File: config.mk
export PLATFORM = sky130hd
export DESIGN_NAME = ultrasonic_ranger
export DESIGN_NICKNAME = d
export VERILOG_FILES = /design/src/rtl/ultrasonic_ranger.sv
export SDC_FILE = /design/constraint.sdc
export NUM_CORES = 1
export LEC_CHECK = 0
export CAP_MARGIN = 40
export CORE_MARGIN = 2
export CORE_UTILIZATION = 55
export DETAILED_ROUTE_END_ITERATION = 12
export DONT_BUFFER_PORTS = 1
export PLACE_DENSITY = 0.72
export SYNTH_ARGS = -nofsm -noshare
export SYNTH_HDL_FRONTEND = slang
export SYNTH_SLANG_ARGS = --single-unit
File: constraint.sdc
create_clock -name osc_clk -period 8.61 [get_ports osc_clk]
set_input_delay 1.722 -clock osc_clk [delete_from_list [all_inputs] [get_ports osc_clk]]
set_output_delay 1.722 -clock osc_clk [all_outputs]
set_load 0.01 [all_outputs]
File: src/rtl/ultrasonic_ranger.sv
// Ultrasonic range-finder controller: trigger pulse, echo width measurement, holdoff pacing.
// Define RANGER_CM_EN to add the dist_cm output and its centimetre prescaler.
//
// state     | meaning
// IDLE      | waiting for start or continuous
// TRIG      | driving trig for TRIG_CYCLES clocks
// WAIT_RISE | waiting for a 0->1 edge on the synchronized echo
// MEASURE   | counting echo high time
// HOLDOFF   | quiet gap after a published result
module ultrasonic_ranger #(
  parameter int TRIG_CYCLES    = 205,
  parameter int TIMEOUT_CYCLES = 800000,
  parameter int HOLDOFF_CYCLES = 1227600,
  parameter int CM_CYCLES      = 1187
) (
  input  logic        osc_clk,
  input  logic        rst_n,
  input  logic        start,
  input  logic        continuous,
  input  logic        echo,
  output logic        trig,
  output logic        busy,
  output logic        valid,
  output logic        timeout,
`ifdef RANGER_CM_EN
  output logic [9:0]  dist_cm,
`endif
  output logic [20:0] width
);

  typedef enum logic [2:0] {IDLE, TRIG, WAIT_RISE, MEASURE, HOLDOFF} state_t;

  localparam logic [20:0] TRIG_LD = 21'(TRIG_CYCLES - 1);
  localparam logic [20:0] TO_LD   = 21'(TIMEOUT_CYCLES - 1);
  localparam logic [20:0] TO_W    = 21'(TIMEOUT_CYCLES);
  localparam logic [20:0] HO_LD   = 21'(HOLDOFF_CYCLES - 1);

  state_t      state;
  logic        echo_m, echo_s;
  logic        armed;
  logic [20:0] tmr;
  logic [20:0] cnt;

`ifdef RANGER_CM_EN
  localparam int PW = $clog2(CM_CYCLES + 1);
  localparam logic [PW-1:0] PRE_LAST = PW'(CM_CYCLES - 1);
  logic [PW-1:0] pre;
  logic [9:0]    cm_cnt;
`endif

  always_ff @(posedge osc_clk or negedge rst_n) begin
    if (!rst_n) begin
      state   <= IDLE;
      echo_m  <= 1'b0;
      echo_s  <= 1'b0;
      armed   <= 1'b0;
      tmr     <= '0;
      cnt     <= '0;
      trig    <= 1'b0;
      busy    <= 1'b0;
      valid   <= 1'b0;
      timeout <= 1'b0;
      width   <= '0;
`ifdef RANGER_CM_EN
      pre     <= '0;
      cm_cnt  <= '0;
      dist_cm <= '0;
`endif
    end else begin
      echo_m <= echo;
      echo_s <= echo_m;
      valid  <= 1'b0;
      case (state)
        IDLE: begin
          if (start || continuous) begin
            state <= TRIG;
            trig  <= 1'b1;
            busy  <= 1'b1;
            tmr   <= TRIG_LD;
          end
        end
        TRIG: begin
          if (tmr == '0) begin
            state <= WAIT_RISE;
            trig  <= 1'b0;
            tmr   <= TO_LD;
            armed <= 1'b0;
          end else begin
            tmr <= tmr - 21'd1;
          end
        end
        WAIT_RISE: begin
          // a rise only counts once echo_s has been seen low inside this state
          if (!echo_s) armed <= 1'b1;
          if (echo_s && armed) begin
            state <= MEASURE;
            cnt   <= 21'd1;
`ifdef RANGER_CM_EN
            pre    <= PW'(1);
            cm_cnt <= '0;
`endif
          end else if (tmr == '0) begin
            state   <= HOLDOFF;
            tmr     <= HO_LD;
            valid   <= 1'b1;
            timeout <= 1'b1;
`ifdef RANGER_CM_EN
            dist_cm <= '0;
`endif
          end else begin
            tmr <= tmr - 21'd1;
          end
        end
        MEASURE: begin
          if (!echo_s) begin
            state   <= HOLDOFF;
            tmr     <= HO_LD;
            valid   <= 1'b1;
            timeout <= 1'b0;
            width   <= cnt;
`ifdef RANGER_CM_EN
            dist_cm <= cm_cnt;
`endif
          end else if (cnt >= TO_W) begin
            state   <= HOLDOFF;
            tmr     <= HO_LD;
            valid   <= 1'b1;
            timeout <= 1'b1;
            width   <= TO_W;
`ifdef RANGER_CM_EN
            dist_cm <= '0;
`endif
          end else begin
            cnt <= cnt + 21'd1;
`ifdef RANGER_CM_EN
            if (pre == PRE_LAST) begin
              pre <= '0;
              if (cm_cnt != 10'd1023) cm_cnt <= cm_cnt + 10'd1;
            end else begin
              pre <= pre + PW'(1);
            end
`endif
          end
        end
        HOLDOFF: begin
          if (tmr == '0) begin
            state <= IDLE;
            busy  <= 1'b0;
          end else begin
            tmr <= tmr - 21'd1;
          end
        end
        default: begin
          state <= IDLE;
          trig  <= 1'b0;
          busy  <= 1'b0;
        end
      endcase
    end
  end

endmodule

# Word-level counts from Yosys, hierarchy flattened
# Cells that the tools add are included.
dict set report word_totals {
  out_inout_bits 25
  regBits 73
  in_bits 5
}
dict set report op_classes {
  magnitude_cmp 1
  n_addsub 2
  reduce_logical 17
  mux 38
  bitwise_logic 2
  n_eq_ne 17
}
# operator n
set op_table {}
lappend op_table {{two-way mux 21 bit} 12}
lappend op_table {{one-hot mux 21 bit (5 select lines)} 1}
lappend op_table {{one-hot mux 21 bit (2 select lines)} 1}
lappend op_table {{adder 21 x 1 -> 21 bit (second input constant)} 1}
lappend op_table {{greater-or-equal comparator 21 x 20 -> 1 bit (second input constant)} 1}
lappend op_table {{logical NOT 21 bit} 1}
lappend op_table {{two-way mux 3 bit} 7}
lappend op_table {{subtractor 21 x 1 -> 21 bit (second input constant)} 1}
lappend op_table {{inequality test 2 bit (second input constant)} 10}
lappend op_table {{one-hot mux 3 bit (5 select lines)} 1}
lappend op_table {{two-way mux 1 bit} 11}
lappend op_table {{AND reduction 5 bit} 2}
lappend op_table {{AND reduction 3 bit} 3}
lappend op_table {{AND reduction 4 bit} 2}
lappend op_table {{== test 3 x 2 -> 1 bit (second input constant)} 2}
lappend op_table {{inequality test 3 bit (second input constant)} 2}
lappend op_table {{one-hot mux 1 bit (2 select lines)} 3}
lappend op_table {{one-hot mux 1 bit (3 select lines)} 2}
lappend op_table {{OR reduction 3 bit} 2}
lappend op_table {{nonzero test 5 bit} 1}
lappend op_table {{nonzero test 2 bit} 2}
lappend op_table {{== test 3 x 1 -> 1 bit (second input constant)} 1}
lappend op_table {{== test 3 bit (second input constant)} 1}
lappend op_table {{logical NOT 3 bit} 1}
lappend op_table {{5 further kinds} 6}

# Depth between registers and ports, before layout
dict set report depth {
  word_depth 4
  ltp_mapped 11
  ltp_nobuf 8
}

# Least setup slack after synthesis
# OpenSTA, ideal clock, no wires.
dict set report synth_timing {
  kind {input-to-reg}
  from {in continuous}
  to {reg tmr[19]}
  path_stages 8
  setup_time_ns 0.077
  path_slack_ns 5.664
  path_buffers 2
  required_time_ns 8.533
  arrival_time_ns 2.869
  path_cell_list {nor2_1 -> a21oi_1 -> inv_1 -> a211oi_1 -> buf_2 -> clkbuf_1 -> a21oi_1 -> a21oi_1}
}
dict set report synth_via {
  elab_chain_cells 3
}
# element line_no
set synth_lines {}
lappend synth_lines {{from (decl)} 19} ;# input logic continuous,
lappend synth_lines {{logical OR 1 bit} 75} ;# if (start || continuous) begin
lappend synth_lines {{inequality test 2 bit (no source line)} n/a}
lappend synth_lines {{AND reduction 5 bit (no source line)} n/a}
lappend synth_lines {{to (signal assigned)} 89} ;# tmr <= tmr - 21'd1;
lappend synth_lines {{to (signal assigned)} 111} ;# tmr <= tmr - 21'd1;
lappend synth_lines {{to (signal assigned)} 150} ;# tmr <= tmr - 21'd1;
lappend synth_lines {{to (decl)} 41} ;# logic [20:0] tmr;
# Every way passes these cells.
# A chain may end at the register's enable or synchronous reset.

# Final worst setup path
dict set report layout_timing {
  from {reg tmr[0]}
  to {reg state[1]}
}
dict set report layout_via {
  elab_chain_cells 3
  elab_cells_between_ends 5
  classes_between {eq/ne (3); reduce/logical (2)}
}
# element line_no
set layout_lines {}
lappend layout_lines {{logical NOT 21 bit *} {83, 102, 146}}
lappend layout_lines {{inequality test 3 bit (no source line) or inequality test 2 bit (tied branches)} n/a}
lappend layout_lines {{AND reduction 5 bit (no source line) *} n/a}
lappend layout_lines {{to (signal assigned)} 84} ;# state <= WAIT_RISE;
lappend layout_lines {{to (signal assigned)} 103} ;# state <= HOLDOFF;
lappend layout_lines {{to (signal assigned)} 147} ;# state <= IDLE;
lappend layout_lines {{to (decl)} 38} ;# state_t state;
# Every way passes the cells marked *; elsewhere a longest branch is shown, timed or not.

==> impl_metrics.yaml <==
status:
  result_of_the_run: "finished, final reports clean"
cells_and_area:
  n_fill_cell: 566
  finalNetCount: 406
  design_area_mm2: 0.004013
  syn_to_final_growth_pct: 6.580
  antenna_cells_inserted: 0
  final_layout_size_suffix_gt1_share_pct: 8.209
  final_core_util_pct: 59.72
timing:
  finClkSkew_ns: 0.01090
  totalNegativeSetupSlack_ns: 0
  post-route-period-util_pct: 39.22
  setup_violations: 0
  unrepaired_setup_endpoints_after_global_routing: "no"
  finalMaxSlewViolations: 0
  timing_hold_violations_final: 0
  finalWorstSetupSlack_ns: 5.233
  slew_headroom_pct: 44.46
  max_slew.worst_pin.slew_ns: 0.8267
  fin_crit_ns: 3.377
  highest_attainable_clock_frequency_mhz: 296.1
yosys:
  ys_seq_area_share_pct: 48.52
  post_synth_top_area_share_pct: 48.52
  yosysTopAreaCell: "dfrtp_1"
  yosysWarnings: 0
  synth-async-reset-ratio_pct: 100.0
  post_synth.cell_area_avg_um2: 9.365
  synth.area.top_cells: "dfrtp_1 (49%), a22o_1 (5.8%), o21ai_0 (4.7%)"
  synthesis.nets: 410
  synthesis.area_mm2: 0.003765
  synth_cell_types: 57
  prevailing_post_synth_register_cell: "dfrtp_1"
  synth.ff_latch_count: 73
  synth-edff-count: 0
  syn_inst: 402
clocking:
  ctsLongestPathBuffers: 2
  quantity_of_hold_fixing_buffers_added_after_cts: 0
  postCtsResizedCells: 0
  cts_sinks: 73
  postCtsSetupBuffers: 0
  ctsHtreeMaxLevel: 3
  cts_inserted_buffers: 9
  clock_tree_from_tritoncts: "built"
  clock_latency_ns: 0.36
  clkSlewWorstSetupHoldPaths_ns: 0.08
  cts_root_buffer: "clkbuf_8"
pwr:
  total_leakage_power_nw: 1.759
  total_chip_power_mw: 1.257
  irDropWorstVdd_mv: 0.1815
  p_per_area_mw_per_mm2: 313.2
route:
  route.detailed.vias_per_inst: 6.346
  route.detailed.drc: 0
  wl_met1_um: 4290
  detail-route-antenna-nets: 0
  drt-wirelength-per-cell_um: 18.29
  wirelength_um: 8818
  routed-wl-met2_um: 3961
  routed.top_layer: "met4"
  initialDrtViolationCount: 263
  route.met3.wl_um: 395
  num_vias: 3059
  drt_pre_antenna_iters: 4
placed_design:
  detailed_place.area_mm2: 0.003819
  hpwl_um: 5903
  place_worst_setup_slack_ns: 5.291
  routabilityCongestion: 0.9108
  io_buffer_count: 0
grt:
  grt_pass1_wl_um: 14660
  global_route.usage.total_pct: 25.10
  antenna_found_initial: 0
  first_global_vias: 2972
  grt_max_degree: 74
  global_route.overflow_total: 0
worst_setup_path:
  worstPathRequired_ns: 8.85
  worst_setup_path_end_kind: "register"
  timing.critical_path.fanout_max: 9
  timing.critical_path.from_type: "register"
  crit_type: "reg -> reg"
  critical_path_arrival_ns: 3.62
min_path:
  min_path_type: "reg -> reg"
die:
  initial_core_util_pct: 56.03
  floorplan.die_area_mm2: 0.007523
  row_count: 30
  fp.coreArea_mm2: 0.006719
  die_h_um: 86.74
  fp.dieW_um: 86.74
  io_pins: 30
run:
  cap_violations: 0
-- per-stage QoR --
step,hold WS [ns],std cells
floorplan,0.3312,402
global placement,0.3332,465
detailed placement,0.3510,467
CTS,0.3681,482
global route,0.3677,482
finish,0.3612,482
-- registers in the layout, summed over array words and instances, names as in the netlist --
name,count
state,3
cnt,21
timeout,1
width,21
busy,1
echo_s,1
echo_m,1
tmr,21
valid,1
trig,1
armed,1
-- kinds of logic after synthesis --
group / synth area share [%]
buffers and inverters: 3.057
DFF: 48.52
xor gates and xnor gates: 3.955
muxes: 0.2991
adders and majority gates: 1.263
AOI/OAI and AO/OA: 22.07
and+or+nand+nor: 20.84
-- report_power, final --
part | leakage (nW) | internal [mW] | switching [mW]
clock | 0.0981 | 0.140 | 0.131
combinational | 0.697 | 0.191 | 0.282
sequential | 0.963 | 0.415 | 0.0977
-- area by class of cell --
type	count	area [um^2]	share of cell area (%)
inverter	9	33.78	0.8419
sequential	73	1827	45.53
clock inverter	5	56.30	1.403
clock buffer	10	137.6	3.430
tap	80	100.1	2.495
multi-input combinational	301	1828	45.56
timing repair buffer	4	30.03	0.7484
-- worst max-delay path, cell delays in order, from the launching register on --
cell	delay, ns
dfrtp_1	0.41
inv_1	0.09
ha_1	0.20
or3b_2	0.52
or4_1	0.67
nor3_2	0.46
o21ai_1	0.27
a21oi_1	0.28
mux2_2	0.36
-- cell usage after synthesis (all sizes together) (7+ instances only) --
library cell	number
dfrtp	73
nor2	45
o21ai	39
nand2	27
a22o	25
a21oi	22
nor3	21
nand3	14
clkbuf	13
xnor2	12
inv	9
nand2b	7
-- per-layer routing --
metal,track usage (%),up-vias
li1,-,1457
met1,37.24,1503
met2,36.22,80
met3,4.571,19
met4,10.23,0
met5,0,-
-- layout by cell type, fill, tap and decap left out, drive strengths merged, types with 6 or more instances in the layout --
| cell type | count |
|---|---|
| nor4 | 6 |
| and2 | 6 |
| or3 | 6 |
| nor3 | 21 |
| dfrtp | 73 |
| nand2b | 7 |
| inv | 9 |
| nand3 | 14 |
| o21ai | 39 |
| a22o | 25 |
| nor2 | 45 |
| xnor2 | 12 |
| nand2 | 27 |
| a21oi | 22 |
| clkbuf | 10 |
-- final timing paths --
| check | startpoint | end | slack (ns) | cells past startpoint |
|---|---|---|---|---|
| max | tmr[0] | state[1] | 5.23 | 8 |
| min | echo_m | echo_s | 0.36 | 0 |
| max reg2reg | tmr[0] | state[1] | 5.23 | 8 |
| min reg2reg | echo_m | echo_s | 0.36 | 0 |
| max in group asynchronous | rst_n | width[3] | 7.46 | 0 |
| min in group asynchronous | rst_n | width[6] | 1.05 | 0 |
No activity file was read; power rests on OpenSTA's default activity.
